==> src/rtl/motion_pkg.sv <==
// Shared motion-core definitions used by the timing calculator arbiter.
// Holds the axis-count default, operand width, ramp parameter slot indices
// and the arbiter state encoding.
package motion_pkg;

   localparam int NUM_AXES_DEF = 4;
   localparam int CALC_W       = 32;
   localparam int NUM_PARAMS   = 5;

   // Slot indices into the packed five-entry ramp parameter vector
   localparam int PARAM_N      = 0;
   localparam int PARAM_NN     = 1;
   localparam int PARAM_T0     = 2;
   localparam int PARAM_TNA    = 3;
   localparam int PARAM_DELTA  = 4;

   typedef enum logic [2:0] {
      ARB_IDLE   = 3'd0,
      ARB_BUSY   = 3'd1,
      ARB_DONE   = 3'd2,
      ARB_DRAIN  = 3'd3,
      ARB_REJECT = 3'd4
   } arb_state_t;

endpackage

==> src/rtl/timing_calc_arbiter_rr.sv <==
// Combinational round-robin pick.
// Ports:
//   req       - per-axis request levels
//   rr_ptr    - axis with highest priority this cycle
//   grant     - one-hot winner (all zero when nothing is requested)
//   grant_idx - index of the winner
//   grant_vld - at least one request present
module rr_arbiter #(
   parameter int NUM_AXES = 4,
   parameter int IDX_W    = 2
) (
   input  logic [NUM_AXES-1:0] req,
   input  logic [IDX_W-1:0]    rr_ptr,
   output logic [NUM_AXES-1:0] grant,
   output logic [IDX_W-1:0]    grant_idx,
   output logic                grant_vld
);

   always_comb begin
      int sum;
      logic [IDX_W-1:0] idx;
      grant     = '0;
      grant_idx = '0;
      grant_vld = 1'b0;
      sum       = 0;
      idx       = '0;
      // Walk upward from rr_ptr with wrap; the first hit wins
      for (int off = 0; off < NUM_AXES; off++) begin
         sum = int'(rr_ptr) + off;
         if (sum >= NUM_AXES) sum = sum - NUM_AXES;
         idx = IDX_W'(sum);
         if (!grant_vld && req[idx]) begin
            grant_vld  = 1'b1;
            grant[idx] = 1'b1;
            grant_idx  = idx;
         end
      end
   end

endmodule

==> src/rtl/timing_calc_arbiter.sv <==
// Shares one speed_to_timing calculator between the axis controllers.
// Ports:
//   clk, reset            - clock, asynchronous active-low reset
//   req                   - per-axis request level, held until ack/err
//   req_num/speed/acc/jerk- packed per-axis operands, axis i at [32*i +: 32]
//   ack, err              - one-cycle per-axis result / rejection pulses
//   res_params, res_axis  - latched ramp parameters and their owner axis
//   busy                  - arbiter not idle
//   calc_*                - start level, operands and results of the calculator
module timing_calc_arbiter
   import motion_pkg::*;
#(
   parameter int NUM_AXES     = NUM_AXES_DEF,
   parameter int CALC_TIMEOUT = 16,
   parameter int IDX_W        = 2
) (
   input  logic                                 clk,
   input  logic                                 reset,
   input  logic [NUM_AXES-1:0]                  req,
   input  logic [NUM_AXES*CALC_W-1:0]           req_num,
   input  logic [NUM_AXES*CALC_W-1:0]           req_speed,
   input  logic [NUM_AXES*CALC_W-1:0]           req_acc,
   input  logic [NUM_AXES*CALC_W-1:0]           req_jerk,
   output logic [NUM_AXES-1:0]                  ack,
   output logic [NUM_AXES-1:0]                  err,
   output logic [NUM_PARAMS-1:0][CALC_W-1:0]    res_params,
   output logic [IDX_W-1:0]                     res_axis,
   output logic                                 busy,
   output logic                                 calc_start,
   output logic signed [CALC_W-1:0]             calc_num,
   output logic [CALC_W-1:0]                    calc_speed,
   output logic [CALC_W-1:0]                    calc_acceleration,
   output logic [CALC_W-1:0]                    calc_jerk,
   input  logic [NUM_PARAMS-1:0][CALC_W-1:0]    calc_params,
   input  logic                                 calc_finish
);

   localparam int TCNT_W = $clog2(CALC_TIMEOUT + 1);

   arb_state_t          state, next_state;
   logic [IDX_W-1:0]    rr_ptr;
   logic [NUM_AXES-1:0] grant;
   logic [IDX_W-1:0]    grant_idx;
   logic                grant_vld;
   logic [NUM_AXES-1:0] owner_oh;
   logic [TCNT_W-1:0]   timeout_cnt;
   logic                timeout_hit;
   logic                ops_ok;

   rr_arbiter #(
      .NUM_AXES (NUM_AXES),
      .IDX_W    (IDX_W)
   ) u_rr (
      .req       (req),
      .rr_ptr    (rr_ptr),
      .grant     (grant),
      .grant_idx (grant_idx),
      .grant_vld (grant_vld)
   );

   // Operands are validated from the latched copy so the compare stays off
   // the grant mux path. A bad set spends its first BUSY cycle with start
   // held low and then leaves for REJECT, so the calculator never sees it.
   assign ops_ok = (calc_speed != '0) && (calc_acceleration != '0) &&
                   (calc_jerk != '0) && (calc_jerk <= calc_speed);
   assign timeout_hit = (timeout_cnt == TCNT_W'(CALC_TIMEOUT - 1));

   always_ff @(posedge clk or negedge reset) begin
      if (!reset) state <= ARB_IDLE;
      else        state <= next_state;
   end

   always_comb begin
      next_state = state;
      unique case (state)
         ARB_IDLE:   if (grant_vld) next_state = ARB_BUSY;
         ARB_BUSY: begin
            if (!ops_ok)          next_state = ARB_REJECT;
            else if (calc_finish) next_state = ARB_DONE;
            else if (timeout_hit) next_state = ARB_REJECT;
         end
         ARB_DONE:   next_state = ARB_DRAIN;
         ARB_REJECT: next_state = ARB_DRAIN;
         ARB_DRAIN:  if (!calc_finish) next_state = ARB_IDLE;
         default:    next_state = ARB_IDLE;
      endcase
   end

   // Grant capture and result capture
   always_ff @(posedge clk or negedge reset) begin
      if (!reset) begin
         rr_ptr            <= '0;
         res_axis          <= '0;
         owner_oh          <= '0;
         calc_num          <= '0;
         calc_speed        <= '0;
         calc_acceleration <= '0;
         calc_jerk         <= '0;
         res_params        <= '0;
         timeout_cnt       <= '0;
      end else begin
         if (state == ARB_IDLE && grant_vld) begin
            calc_num          <= $signed(req_num[CALC_W*grant_idx +: CALC_W]);
            calc_speed        <= req_speed[CALC_W*grant_idx +: CALC_W];
            calc_acceleration <= req_acc[CALC_W*grant_idx +: CALC_W];
            calc_jerk         <= req_jerk[CALC_W*grant_idx +: CALC_W];
            res_axis          <= grant_idx;
            owner_oh          <= grant;
            timeout_cnt       <= '0;
            rr_ptr            <= (grant_idx == IDX_W'(NUM_AXES - 1)) ? '0
                                                                    : grant_idx + 1'b1;
         end
         if (state == ARB_BUSY) begin
            timeout_cnt <= timeout_cnt + 1'b1;
            if (ops_ok && calc_finish) res_params <= calc_params;
         end
      end
   end

   // Start drops in the cycle finish is seen so the calculator gets a
   // single clean start level per job.
   always_comb begin
      busy       = (state != ARB_IDLE);
      calc_start = (state == ARB_BUSY) && ops_ok && !calc_finish;
      ack        = (state == ARB_DONE)   ? owner_oh : '0;
      err        = (state == ARB_REJECT) ? owner_oh : '0;
   end

endmodule
==> config.mk <==
export PLATFORM = sky130hd
export DESIGN_NAME = timing_calc_arbiter
export DESIGN_NICKNAME = d
export VERILOG_FILES = /design/src/rtl/motion_pkg.sv /design/src/rtl/timing_calc_arbiter_rr.sv /design/src/rtl/timing_calc_arbiter.sv
export SDC_FILE = /design/constraint.sdc
export NUM_CORES = 1
export LEC_CHECK = 0
export ABC_AREA = 1
export CAP_MARGIN = 20
export CELL_PAD_IN_SITES_DETAIL_PLACEMENT = 0
export CELL_PAD_IN_SITES_GLOBAL_PLACEMENT = 1
export CORE_AREA = 2 2 377 379
export CTS_BUF_LIST = sky130_fd_sc_hd__clkbuf_4 sky130_fd_sc_hd__clkbuf_8 sky130_fd_sc_hd__clkbuf_16
export DETAILED_ROUTE_END_ITERATION = 10
export DIE_AREA = 0 0 379 381
export PLACE_DENSITY = 0.47
export SLEW_MARGIN = 20
export SYNTH_ARGS = -nofsm -noshare
export SYNTH_HDL_FRONTEND = slang
export SYNTH_HIERARCHICAL = 1
export SYNTH_SLANG_ARGS = --single-unit
==> constraint.sdc <==
create_clock -name clk -period 3 [get_ports clk]
set_clock_uncertainty 0.05 [all_clocks]
set_input_delay 0.3 -clock clk [delete_from_list [all_inputs] [get_ports clk]]
set_output_delay 0.3 -clock clk [all_outputs]
set_load 0.005 [all_outputs]
==> flow_summary_export.csv <==
group,metric,value,unit
outcome,status,"finished clean",
clocking,cts_root_buf,"clkbuf_16",
place,place_area,0.0301,mm²
power_and_ir_drop,vdd_drop_max,0.637,mV
layout,final_area,0.0321,mm²
layout,finalNetCount,4101,
die,fp.dieH,381,µm
clocking,cts_max_level,2,
clocking,clockBufferDepth,3,
die,io_pins,979,
yosys,synth_area_leaders,"dfrtp_1, nand2_1, o21ai_0",
yosys,synth-seq-cells,304,
sta,drv_slew,0,
yosys,syn_inst,2285,
yosys,ys_types,34,
yosys,synth_top_area_share,45.4,%
hold_path,holdPathEnd,"res_params[156]$_DFFE_PN0P_",
worst_setup_path,reg2reg_to,"calc_acceleration[4]$_DFFE_PN0P_",
grt,antenna_found_initial,11,
worst_setup_path,reg2reg_depth,15,
layout,syn_to_final_growth,91.6,%
die,die_area,0.144,mm²
job,cap_violations,0,
hold_path,hold_start,"calc_params[156]",
sta,fin_ws,0.0306,ns
die,core_area,0.141,mm²
place,hpwl,91000,µm
yosys,yosys.area.top_type,"dfrtp_1",
worst_setup_path,crit_path_end_kind,"output pin",
sta,fmax,337,MHz
place,port_buffers,978,
worst_setup_path,critPathLaunchType,"flop",
sta,post-route-period-util,99.0,%
yosys,syn_nets,3004,
worst_setup_path,critPathKind,"flop to output pin",
sta,finalSetupViolCount,0,
worst_setup_path,cp_data_required_time,2.65,ns
route,first_pass_iters,5,
route,wl,112000,µm
layout,layout-drive-gt1-share,10.4,%
die,row_count,138,
grt,overflow,0,
yosys,synth-seq-area-share,45.4,%
worst_setup_path,r2r_slack,0.12,ns
grt,grt_pass1_vias,20700,
route,drt-initial-drc-count,881,
route,postRouteAntennaNets,0,
route,num_vias,19700,
place,dpl_worst_slack,-0.358,ns
route,wl_per_cell,21.1,µm
place,globalplace.congestion,0.860,
sta,rsz0062_at_grt,"true",
grt,grt_max_degree,66,
clocking,clock-sinks,304,
worst_setup_path,reg2reg_from,"rr_ptr[1]$_DFFE_PN0P_",
power_and_ir_drop,cellPowerDensity,1340,mW/mm²
grt,track_usage,14.8,%
hold_path,min-delay-path-class,"input port to flop",
worst_setup_path,slowest_delay,0.43,ns
grt,grt_pass1_wl,154000,µm
sta,worst_pin_slew,0.703,ns
sta,report.final.hold_viol_count,0,
layout,fin_util,22.8,%
clocking,clk_pin_slew,0.07,ns
worst_setup_path,crit_arrival,2.62,ns
hold_path,hold_depth,3,
worst_setup_path,worstPathMaxFanout,2,
yosys,synth_area,0.0167,mm²
clocking,tritoncts,"done",
sta,min_period,2.97,ns
worst_setup_path,critPathSlowestCell,"dfrtp_1",
sta,slew_headroom,53.2,%
die,initial_core_util,11.9,%
yosys,syn_avg_cell_area,7.33,µm²
route,via_per_inst,3.72,
layout,final_common_cell,"clkdlybuf4s50_1",
yosys,yosys_warnings,6,
worst_setup_path,path_cells,"ha_1 -> nand2_1 -> nor2_2 -> nand4_1 -> nor2_2 -> nand2_1 -> nand2_2 -> and2_4 -> nand2_4 -> nor2_4 -> buf_6",
clocking,worstSkewPairLatency,0.63,ns
power_and_ir_drop,power_leakage,14.0,nW
die,die_w,379,µm
route,drc,0,
layout,final_cell_mix,"clkdlybuf4s50_1, nand2_1, o21ai_0, dfrtp_1, nor2_1",
clocking,cts_inserted_buffers,45,
## synthesized netlist by cell type
library cell and count:
clkbuf_2 1, a21o_1 2, o21a_1 2, buf_6 13
nor4_1 4, nand3_2 1, nand2_4 1, o21ai_1 142
nor3_2 1, and2_1 1, dfrtp_1 304, o22ai_1 130
buf_4 17, nand3_4 1, nand4_4 1, nand3_1 31
buf_2 12, xor2_1 1, nand4_1 17, nor2_2 1
a21oi_1 21, nor2_1 301, o21ai_0 331, inv_2 1
ha_1 40, a21boi_0 4, nor3_1 9, nand2_1 540
clkbuf_1 88, nand2_2 8, or2_1 2, buf_1 19
nor2_4 1, inv_1 237
## layout make-up
cell class	count	area, µm²
fill	15700	108000
timing repair buffer	1200	12000
multi-input combinational	1593	7690
sequential	304	7610
tap	1890	2360
clock buffer	62	1280
inverter	238	908
clock inverter	20	254
antenna	1	2.50
## stage by stage
| step | TNS, ns | total power, mW | std cells | hold slack (ns) |
|---|---|---|---|---|
| floorplan | 0 | 19.8 | 2285 | -0.0456 |
| global placement | -26.46 | 36.9 | 5207 | 0.296 |
| detailed placement | -22.82 | 36.8 | 5207 | 0.296 |
| CTS | -0.0928 | 42.9 | 5292 | 0.0860 |
| global route | -0.134 | 46.8 | 5308 | 0.133 |
| finish | 0 | 43.0 | 5308 | 0.167 |
## worst max-delay path, delay by kind of cell, from the launching register on
| family | cells | cell delay [ns] |
|---|---|---|
| and+or+nand+nor | 9 | 1.12 |
| DFF | 1 | 0.43 |
| buffers and inverters | 1 | 0.12 |
| adders and majority gates | 1 | 0.34 |
## where the power goes
group / switching [mW] / total, mW / internal, mW / leakage (nW)
sequential: 1.35 / 7.49 / 6.14 / 3.80
combinational: 16.8 / 29.9 / 13.1 / 9.48
clock: 2.29 / 5.58 / 3.29 / 0.761
total: 20.5 / 43.0 / 22.5 / 14.0
## worst max path at each step
stage                               from                                 to  slack, ns  depth (start not counted)
6_report        calc_jerk[5]$_DFFE_PN0P_                         calc_start       0.03                         11
5_1_grt        calc_jerk[25]$_DFFE_PN0P_                         calc_start      -0.13                         12
4_1_cts        calc_jerk[25]$_DFFE_PN0P_                         calc_start      -0.09                         12
3_5_place_dp                      req[1]         calc_speed[23]$_DFFE_PN0P_      -0.36                         15
3_3_place_gp                      req[1]  calc_acceleration[16]$_DFFE_PN0P_      -0.36                         14
2_1_floorplan      rr_ptr[0]$_DFFE_PN0P_           calc_num[30]$_DFFE_PN0P_       0.19                         15
## flip-flops by register name, indices dropped and copies added, names as in the netlist
name / count
res_params: 160
calc_acceleration: 32
calc_jerk: 32
calc_num: 32
calc_speed: 32
timeout_cnt: 5
owner_oh: 4
state: 3
res_axis: 2
rr_ptr: 2
## cell families after synthesis
family,share of synthesized area (%)
AND/OR/NAND/NOR,21.8
flip-flops,45.4
AO/OA/AOI/OAI,20.0
adder cells (fa/ha/maj),2.99
buffers and inverters,9.76
XOR/XNOR,0.0523
## routing by layer
metal  share of wire (%)  track usage [%]  up-vias
li1                    -                -     9666
met1                  42             17.5     9265
met2                  49             26.0      686
met3                 7.7             4.34      107
met4                 1.8             3.15       16
met5               0.090                0        -
## timing repair
item / 4_1_cts / 5_1_grt
endpoints found under the hold margin: 52 / 0
endpoints found under the setup margin: 168 / 68
pin swaps: 0 / 10
gates cloned: 0 / 3
gates resized for setup: 23 / 28
buffers inserted: 2 / 12
hold buffers: 1 / 0
No activity file was read; power rests on OpenSTA's default activity.
